==> src/rtl/axis_video_pkg.sv <==
`default_nettype none
// ============================================================================
// Module      : axis_video_pkg
// Description : Shared definitions for the AXI4-Stream video demux: frame-sync
//               state encoding and the per-beat sideband tag.
// Revision    : 1.0  initial release
// ============================================================================
package axis_video_pkg;

    // Frame-sync states: SYNC drops beats until a start-of-frame is seen.
    localparam int                   c_state_w = 1;
    localparam logic [c_state_w-1:0] c_st_sync = 1'b0;
    localparam logic [c_state_w-1:0] c_st_pass = 1'b1;

    // Sideband carried with every forwarded beat. The full beat is
    // {data, tag}; data width depends on the instantiating module.
    typedef struct packed {
        logic last;
        logic user;
        logic route;
    } beat_tag_t;

endpackage
`default_nettype wire

==> src/rtl/axis_skid_buf.sv <==
`default_nettype none
// ============================================================================
// Module      : axis_skid_buf
// Description : Two-entry ready/valid register slice (output register plus
//               skid register). Full throughput, registered upstream ready.
// Revision    : 1.0  initial release
// ============================================================================
module axis_skid_buf #(
    parameter int WIDTH = 8
) (
    input  logic             clk,
    input  logic             aresetn,
    input  logic [WIDTH-1:0] i_data,
    input  logic             i_valid,
    output logic             o_ready,
    output logic [WIDTH-1:0] o_data,
    output logic             o_valid,
    input  logic             i_ready
);

    logic             r_out_valid;
    logic [WIDTH-1:0] r_out_data;
    logic             r_skid_valid;
    logic [WIDTH-1:0] r_skid_data;
    logic             r_in_ready;
    logic             w_in_fire;
    logic             w_out_free;
    logic             w_skid_valid_nxt;

    assign w_in_fire        = i_valid & r_in_ready;
    // Output register can take a new beat when empty or draining this cycle.
    assign w_out_free       = ~r_out_valid | i_ready;
    // Skid is emptied whenever the output frees; otherwise it captures a stalled fire.
    assign w_skid_valid_nxt = w_out_free ? 1'b0 : (r_skid_valid | w_in_fire);

    // Output/skid registers: skid has priority into the output to keep order.
    always_ff @(posedge clk) begin
        if (!aresetn) begin
            r_out_valid  <= 1'b0;
            r_out_data   <= '0;
            r_skid_valid <= 1'b0;
            r_skid_data  <= '0;
            r_in_ready   <= 1'b0;
        end else begin
            if (w_out_free) begin
                if (r_skid_valid) begin
                    r_out_data  <= r_skid_data;
                    r_out_valid <= 1'b1;
                end else begin
                    if (w_in_fire) begin
                        r_out_data <= i_data;
                    end
                    r_out_valid <= w_in_fire;
                end
            end else if (w_in_fire) begin
                r_skid_data <= i_data;
            end
            r_skid_valid <= w_skid_valid_nxt;
            r_in_ready   <= ~w_skid_valid_nxt;
        end
    end

    assign o_ready = r_in_ready;
    assign o_data  = r_out_data;
    assign o_valid = r_out_valid;

endmodule
`default_nettype wire

==> src/rtl/axis_video_demux.sv <==
`default_nettype none
// ============================================================================
// Module      : axis_video_demux
// Description : 1:2 AXI4-Stream video demultiplexer. Route is latched only on
//               accepted start-of-frame beats; beats seen before the first
//               SOF are dropped and counted. Registered output with skid.
// Revision    : 1.0  initial release
// ============================================================================
module axis_video_demux #(
    parameter int DATA_WIDTH = 1
) (
    input  logic                    aclk,
    input  logic                    aresetn,
    input  logic [DATA_WIDTH*8-1:0] s_axis_video_tdata,
    input  logic                    s_axis_video_tlast,
    input  logic                    s_axis_video_tuser,
    input  logic                    s_axis_video_tvalid,
    output logic                    s_axis_video_tready,
    output logic [DATA_WIDTH*8-1:0] m_axis_video_0_tdata,
    output logic                    m_axis_video_0_tlast,
    output logic                    m_axis_video_0_tuser,
    output logic                    m_axis_video_0_tvalid,
    input  logic                    m_axis_video_0_tready,
    output logic [DATA_WIDTH*8-1:0] m_axis_video_1_tdata,
    output logic                    m_axis_video_1_tlast,
    output logic                    m_axis_video_1_tuser,
    output logic                    m_axis_video_1_tvalid,
    input  logic                    m_axis_video_1_tready,
    input  logic                    selector,
    output logic [15:0]             drop_count
);

    import axis_video_pkg::*;

    typedef struct packed {
        logic [DATA_WIDTH*8-1:0] data;
        beat_tag_t               tag;
    } beat_t;

    localparam int c_beat_w = $bits(beat_t);

    logic [c_state_w-1:0] r_state;
    logic [c_state_w-1:0] w_state_nxt;
    logic                 r_route;
    logic                 w_route_nxt;
    logic                 w_s_fire;
    logic                 w_fwd;
    logic                 w_drop;
    logic                 w_in_ready;
    logic                 w_out_valid;
    logic                 w_out_ready;
    logic [c_beat_w-1:0]  w_out_data;
    beat_t                w_in_beat;
    beat_t                w_out_beat;
    logic [15:0]          r_drop_count;

    assign w_s_fire = s_axis_video_tvalid & w_in_ready;

    // Frame-sync state and held route register.
    always_ff @(posedge aclk) begin
        if (!aresetn) begin
            r_state <= c_st_sync;
            r_route <= 1'b0;
        end else begin
            r_state <= w_state_nxt;
            r_route <= w_route_nxt;
        end
    end

    // Next state, route latch on SOF, and forward/drop decision per accepted beat.
    always_comb begin
        w_state_nxt         = r_state;
        w_route_nxt         = r_route;
        w_fwd               = 1'b0;
        w_drop              = 1'b0;
        w_in_beat.data      = s_axis_video_tdata;
        w_in_beat.tag.last  = s_axis_video_tlast;
        w_in_beat.tag.user  = s_axis_video_tuser;
        w_in_beat.tag.route = r_route;
        // The SOF beat itself already travels to the newly selected sink.
        if (w_s_fire && s_axis_video_tuser) begin
            w_route_nxt         = selector;
            w_in_beat.tag.route = selector;
        end
        case (r_state)
            c_st_sync: begin
                if (w_s_fire) begin
                    if (s_axis_video_tuser) begin
                        w_fwd       = 1'b1;
                        w_state_nxt = c_st_pass;
                    end else begin
                        w_drop = 1'b1;
                    end
                end
            end
            c_st_pass: begin
                w_fwd = w_s_fire;
            end
            default: begin
                w_state_nxt = c_st_sync;
            end
        endcase
    end

    // Saturating count of beats discarded while waiting for frame sync.
    always_ff @(posedge aclk) begin
        if (!aresetn) begin
            r_drop_count <= 16'd0;
        end else if (w_drop && (r_drop_count != 16'hFFFF)) begin
            r_drop_count <= r_drop_count + 16'd1;
        end
    end

    // Only the sink owning the head beat can advance the output register.
    assign w_out_beat  = w_out_data;
    assign w_out_ready = w_out_beat.tag.route ? m_axis_video_1_tready : m_axis_video_0_tready;

    axis_skid_buf #(
        .WIDTH (c_beat_w)
    ) u_skid (
        .clk     (aclk),
        .aresetn (aresetn),
        .i_data  (w_in_beat),
        .i_valid (w_fwd),
        .o_ready (w_in_ready),
        .o_data  (w_out_data),
        .o_valid (w_out_valid),
        .i_ready (w_out_ready)
    );

    assign s_axis_video_tready   = w_in_ready;
    assign m_axis_video_0_tdata  = w_out_beat.data;
    assign m_axis_video_0_tlast  = w_out_beat.tag.last;
    assign m_axis_video_0_tuser  = w_out_beat.tag.user;
    assign m_axis_video_0_tvalid = w_out_valid & ~w_out_beat.tag.route;
    assign m_axis_video_1_tdata  = w_out_beat.data;
    assign m_axis_video_1_tlast  = w_out_beat.tag.last;
    assign m_axis_video_1_tuser  = w_out_beat.tag.user;
    assign m_axis_video_1_tvalid = w_out_valid & w_out_beat.tag.route;
    assign drop_count            = r_drop_count;

endmodule
`default_nettype wire

==> config.mk <==
export PLATFORM = sky130hd
export DESIGN_NAME = axis_video_demux
export DESIGN_NICKNAME = d
export VERILOG_FILES = /design/src/rtl/axis_video_pkg.sv /design/src/rtl/axis_skid_buf.sv /design/src/rtl/axis_video_demux.sv
export SDC_FILE = /design/constraint.sdc
export NUM_CORES = 1
export LEC_CHECK = 0
export CORE_ASPECT_RATIO = 1.2
export CORE_UTILIZATION = 44
export CTS_CLUSTER_DIAMETER = 50
export CTS_CLUSTER_SIZE = 24
export DETAILED_ROUTE_END_ITERATION = 6
export PLACE_DENSITY_LB_ADDON = 0.2
export SYNTH_ARGS = -nofsm -noshare
export SYNTH_HDL_FRONTEND = slang
export SYNTH_SLANG_ARGS = --single-unit
==> constraint.sdc <==
create_clock -name aclk -period 1.4 [get_ports aclk]
set_input_delay 0.28 -clock aclk [delete_from_list [all_inputs] [get_ports aclk]]
set_output_delay 0.28 -clock aclk [all_outputs]
set_load 0.01 [all_outputs]
==> metrics, run 1 <==
sequential share of the synthesized area=40.7%; Syn Area/Cell=9.41 um^2; GR Util All Layers=21.1%; Final Slew Violations=0; number of flops mapped to enable cells by yosys=0; Reg power frac=53.1%; worst hold slack=0.475 ns; Routed WL per cell=14.0 um; drt first pass iters=4; failing checks=setup timing; Starting Density=46.1%; Comb power frac=12.0%; Synth Flop Type=dfxtp_1; Leak=1.50 nW; NetSw=0.621 mW; most frequent cell after synthesis=dfxtp_1; Hold Vio Cnt, Final=0; Int Power=1.74 mW; detailed placement HPWL=3.53 mm; Slew HR=78.8%; first-pass GRT wire length=8.36 mm; setup TNS=-0.802 ns; top cells by area, synth=dfxtp_1 (41%), mux2i_1 (12%), buf_4 (6.4%); P&R area growth vs syn=57.5%; io pins=55; PD cells=709 nW/um^2; Clock Latency Late Sink=0.30 ns; initial antenna violation count=0; RePlAce Congestion=0.810; RSZ-0062 raised after global routing=yes; Residual DRC=0; highest clock rate=662 MHz; critical path arrival=1.71 ns; period utilisation layout=108%; Startpoint Class=register; Worst-path clk slew=0.09 ns; clk_skew=0.00360 ns; 1st-iter DRT viols=78; register bit total from synthesis=43; Synth Warn #=0; PortBufs=54; vias in the first global route=1842; min-delay worst type=register to register; layout cell share with drive strength beyond 1=36.8%; CTS tree=done; Net Sw Frac=26.3%; Yosys top cell area share=40.7%; Die H=78.0 um; DRT antenna net count=0; Setup Crit Path Kind=register to register; Post-Syn Instances=225; top cells by count, synth=dfxtp_1 (43), mux2i_1 (25), nor2_1 (25); CP endpoint kind=register; Clk pwr share=35.0%; clk root buf=clkbuf_8; H-tree depth=2; Mapped Area=2120 um^2; CTS buffer count=5; status=finished, violations left; Die ar.=5090 um^2; area leader, netlist=dfxtp_1; total number of vias=1950; Congestion Overflow GR=0; CTS max path bufs=2; Vias/cell=5.15; Die Wd=65.3 um; post-layout worst setup margin=-0.111 ns; ys async rst share=0%; Worst-Margin Slew=0.315 ns; Setup-failing EPs final=13; Max-Cap Viols=0; Ant. Diodes=0; Final nets=337; Final min period=1.51 ns; clock sink total=43; Post-Syn Nets=242; worst endpoint required time=1.60 ns; largest net degree at the start of global routing=19; synth unique cells=45; Core ar.=4590 um^2; Worst VDD drop=0.000435 V; num rows=27; Max FO, Critical Path=7; Routed WL=5.30 mm
power by group through the flow:
stage	registers [mW]	clock network, mW	logic [mW]
2_1_floorplan	1.29	0	0.154
3_3_place_gp	1.29	0	0.289
3_5_place_dp	1.29	0	0.294
4_1_cts	1.25	0.846	0.272
5_1_grt	1.26	0.902	0.308
6_report	1.25	0.827	0.283
stage by stage:
step	utilization [%]	instance area, um^2	power, mW	worst slack [ns]	std cells
after detailed placement	65.3	3000	1.58	-0.538	361
after global routing	72.6	3330	2.47	-0.173	379
after global placement	65.3	3000	1.58	-0.484	361
after floorplan	-	2170	1.44	-0.0613	225
final	72.6	3330	2.36	-0.111	379
after CTS	68.7	3160	2.37	-0.142	373
cell usage in the layout, fill, tap and decap left out, types with 5 or more instances in the layout:
cell type / count
inv_1: 5
dfxtp_2: 7
buf_6: 5
nand3_1: 5
mux2i_1: 24
nor4_4: 5
a211oi_1: 9
buf_4: 54
clkbuf_8: 5
nand2_1: 12
nor2_1: 23
dfxtp_1: 25
clkdlybuf4s50_1: 13
dfxtp_4: 11
dlygate4sd2_1: 38
a21oi_1: 9
worst max-delay path, stage by stage (launching register included):
cell and delay [ns]:
dfxtp_2 0.34, and4bb_4 0.35, nand4_4 0.15, or4_4 0.44, mux2i_1 0.12
state kept, by name, summed over array words and instances (netlist names):
name / count
r_route: 1
u_skid.o_ready: 1
drop_count: 16
u_skid.o_valid: 1
u_skid.o_data: 11
u_skid.r_skid_valid: 1
u_skid.r_skid_data: 11
r_state: 1
worst paths after layout:
| path | from | endpoint | slack [ns] | cells past startpoint |
|---|---|---|---|---|
| min reg2reg | u_skid.r_skid_data[0] | u_skid.r_skid_data[0] | 0.47 | 2 |
| min | u_skid.r_skid_data[0] | u_skid.r_skid_data[0] | 0.47 | 2 |
| max reg2reg | r_state | drop_count[13] | -0.11 | 4 |
| max | r_state | drop_count[13] | -0.11 | 4 |
cells by family after synthesis:
group | Yosys count | synth area share (%)
fa+ha+maj | 1 | 0.591
buf+inv | 34 | 9.75
mux | 26 | 12.4
flops | 43 | 40.7
compound gates | 43 | 13.9
simple gates | 78 | 22.8
layer usage:
layer,vias to the layer above,routed length [um],GRT usage [%]
li1,994,-,-
met1,910,2310,25.2
met2,41,2710,36.8
met3,5,218,5.15
met4,0,51,6.09
met5,-,0,0
layout make-up:
| class | instances | area (um^2) |
|---|---|---|
| Tap cell | 58 | 72.6 |
| Timing Repair Buffer | 116 | 1000 |
| Fill cell | 368 | 1260 |
| Clock buffer | 5 | 68.8 |
| Multi-Input combinational cell | 148 | 1240 |
| Sequential cell | 43 | 911 |
| Clock inverter | 3 | 21.3 |
| Inverter | 6 | 22.5 |
timing repair:
item,4_1_cts,5_1_grt
resized for setup,63,26
buffers inserted,3,6
setup endpoints to repair,75,35
hold buffers,0,0
pin swaps,9,10
hold endpoints to repair,0,0
gates cloned,1,1
Note: power is estimated with default switching activity, not from simulation.
==> inputs of run 2 (changes only) <==
--- a/config.mk
+++ b/config.mk
@@ -6,7 +6,7 @@
 export NUM_CORES = 1
 export LEC_CHECK = 0
 export CORE_ASPECT_RATIO = 1.2
-export CORE_UTILIZATION = 44
+export CORE_UTILIZATION = 45
 export CTS_CLUSTER_DIAMETER = 50
 export CTS_CLUSTER_SIZE = 24
 export DETAILED_ROUTE_END_ITERATION = 6
==> constraint.sdc (replaced) <==
create_clock -name aclk -period 1.76 [get_ports aclk]
set_input_delay 0.352 -clock aclk [delete_from_list [all_inputs] [get_ports aclk]]
set_output_delay 0.352 -clock aclk [all_outputs]
set_load 0.01 [all_outputs]
==> metrics, run 2 (same netlist as run 1, synthesis figures left out) <==
status=complete, no violations; critical path arrival=1.90 ns; GR Util All Layers=18.9%; Max-Cap Viols=0; PortBufs=54; commonest cells after routing, fill and taps aside=clkdlybuf4s50_1 (53), dfxtp_1 (38), mux2i_1 (25), nor2_1 (25), buf_4 (24); worst hold slack=0.471 ns; total number of vias=1815; CTS max path bufs=2; Die ar.=4980 um^2; Crit path depth=5; worst r2r path cells=6; Routed WL=4.58 mm; worst endpoint required time=1.94 ns; drt first pass iters=4; Post-CTS Setup Bufs=0; PD cells=727 nW/um^2; Cell Chain, Critical Path=clkdlybuf4s50_1, and4bb_4, nand4_4, or4_1, mux2i_1; Startpoint Class=input port; 1st-iter DRT viols=73; most common library cell in the layout ignoring fill and taps=clkdlybuf4s50_1; clk root buf=clkbuf_8; highest clock rate=580 MHz; Vias/cell=5.29; Max FO, Critical Path=7; Clock Latency Late Sink=0.28 ns; dpl ws=-0.286 ns; Worst-path clk slew=0.08 ns; clock sink total=43; Residual DRC=0; initial antenna violation count=0; Congestion Overflow GR=0; Final Slew Violations=0; Ant. Diodes=0; total power=2.13 mW; period utilisation layout=97.9%; min-delay worst type=register to register; max incr delay on CP=0.46 ns; Hold Vio Cnt, Final=0; H-tree depth=2; Final min period=1.72 ns; delay-heaviest family, CP=simple AND/OR/NAND/NOR gates; Worst Path Buf+Inv=1; Setup-failing EPs final=0; Worst-Margin Slew=0.387 ns; RSZ-0062 raised after global routing=yes; vias in the first global route=1616; number of flip-flops in the largest register=16; largest net degree at the start of global routing=23; num rows=26; Final nets=303; setup TNS=0 ns; layout cell share with drive strength beyond 1=17.4%; worst hold path stage count=2; CTS tree=done; Core ar.=4390 um^2; CP endpoint kind=register; detailed placement HPWL=3.25 mm; CTS buffer count=5; P&R area growth vs syn=38.3%; post-layout worst setup margin=0.0362 ns; first-pass GRT wire length=7.38 mm; Leak=1.16 nW; Starting Density=48.2%; final core occ=66.7%; slowest cell on the critical path=or4_1; io pins=55; Die Wd=64.6 um; Slew HR=74.0%; Worst VDD drop=0.000375 V; Setup Crit Path Kind=input port to register; DRT antenna net count=0; clk_skew=0.00324 ns; Routed WL per cell=13.3 um; Die H=77.1 um; RePlAce Congestion=0.850
==> run 2: changes by cell type in the layout (fill, tap and decap cells not counted), sizes merged <==
cell | before | now
dlygate4sd2 | 38 | 0
buf | 60 | 28
inv | 8 | 5
clkbuf | 8 | 6
dlymetal6s2s | 0 | 1
clkdlybuf4s15 | 2 | 0
bufinv | 0 | 2
clkdlybuf4s50 | 13 | 53
==> run 2: repair_timing <==
action | in CTS | in global routing
cloned | 0 | 1
endpoints found under the setup margin | 1 | 9
hold buffers | 0 | 0
resized for setup | 1 | 8
==> run 2: area by class of cell <==
type / instances / area, um^2
Tap cell: 56 / 70.1
Inverter: 6 / 22.5
Clock buffer: 6 / 72.6
Fill cell: 375 / 1460
Sequential cell: 43 / 867
Timing Repair Buffer: 82 / 779
Clock inverter: 2 / 60.1
Multi-Input combinational cell: 148 / 1060
==> run 2: report_power, final <==
part           switching [mW]  total [mW]  internal [mW]
registers              0.0167        1.01          0.994
clock network           0.327       0.894          0.567
logic                  0.0958       0.224          0.128
total                   0.439        2.13           1.69
==> run 2: worst paths after layout <==
check	startpoint	endpoint	slack [ns]
worst max-delay path	s_axis_video_tuser	drop_count[13]	0.04
worst min-delay path	u_skid.r_skid_data[0]	u_skid.r_skid_data[0]	0.47
worst max register to register	drop_count[0]	drop_count[13]	0.09
worst min register to register	u_skid.r_skid_data[0]	u_skid.r_skid_data[0]	0.47
==> run 2: worst reg2reg max path, cell delays in order, from the launching register on <==
cell	delay, ns
dfxtp_1	0.32
ha_1	0.24
nand4_4	0.14
nor4_4	0.07
buf_12	0.15
or4_1	0.50
mux2i_1	0.14
==> run 2: stage by stage <==
stage / instances / cell area [um^2]
after floorplan: 225 / 2120
after detailed placement: 334 / 2770
after global routing: 343 / 2930
final: 343 / 2930
after CTS: 342 / 2910
after global placement: 334 / 2770
==> run 2: layer usage <==
metal,vias up,track usage [%],part of all wire (%)
li1,926,-,-
met1,845,22.7,45
met2,42,32.7,51
met3,2,4.02,3.5
met4,0,6.00,0.46
met5,-,0,0
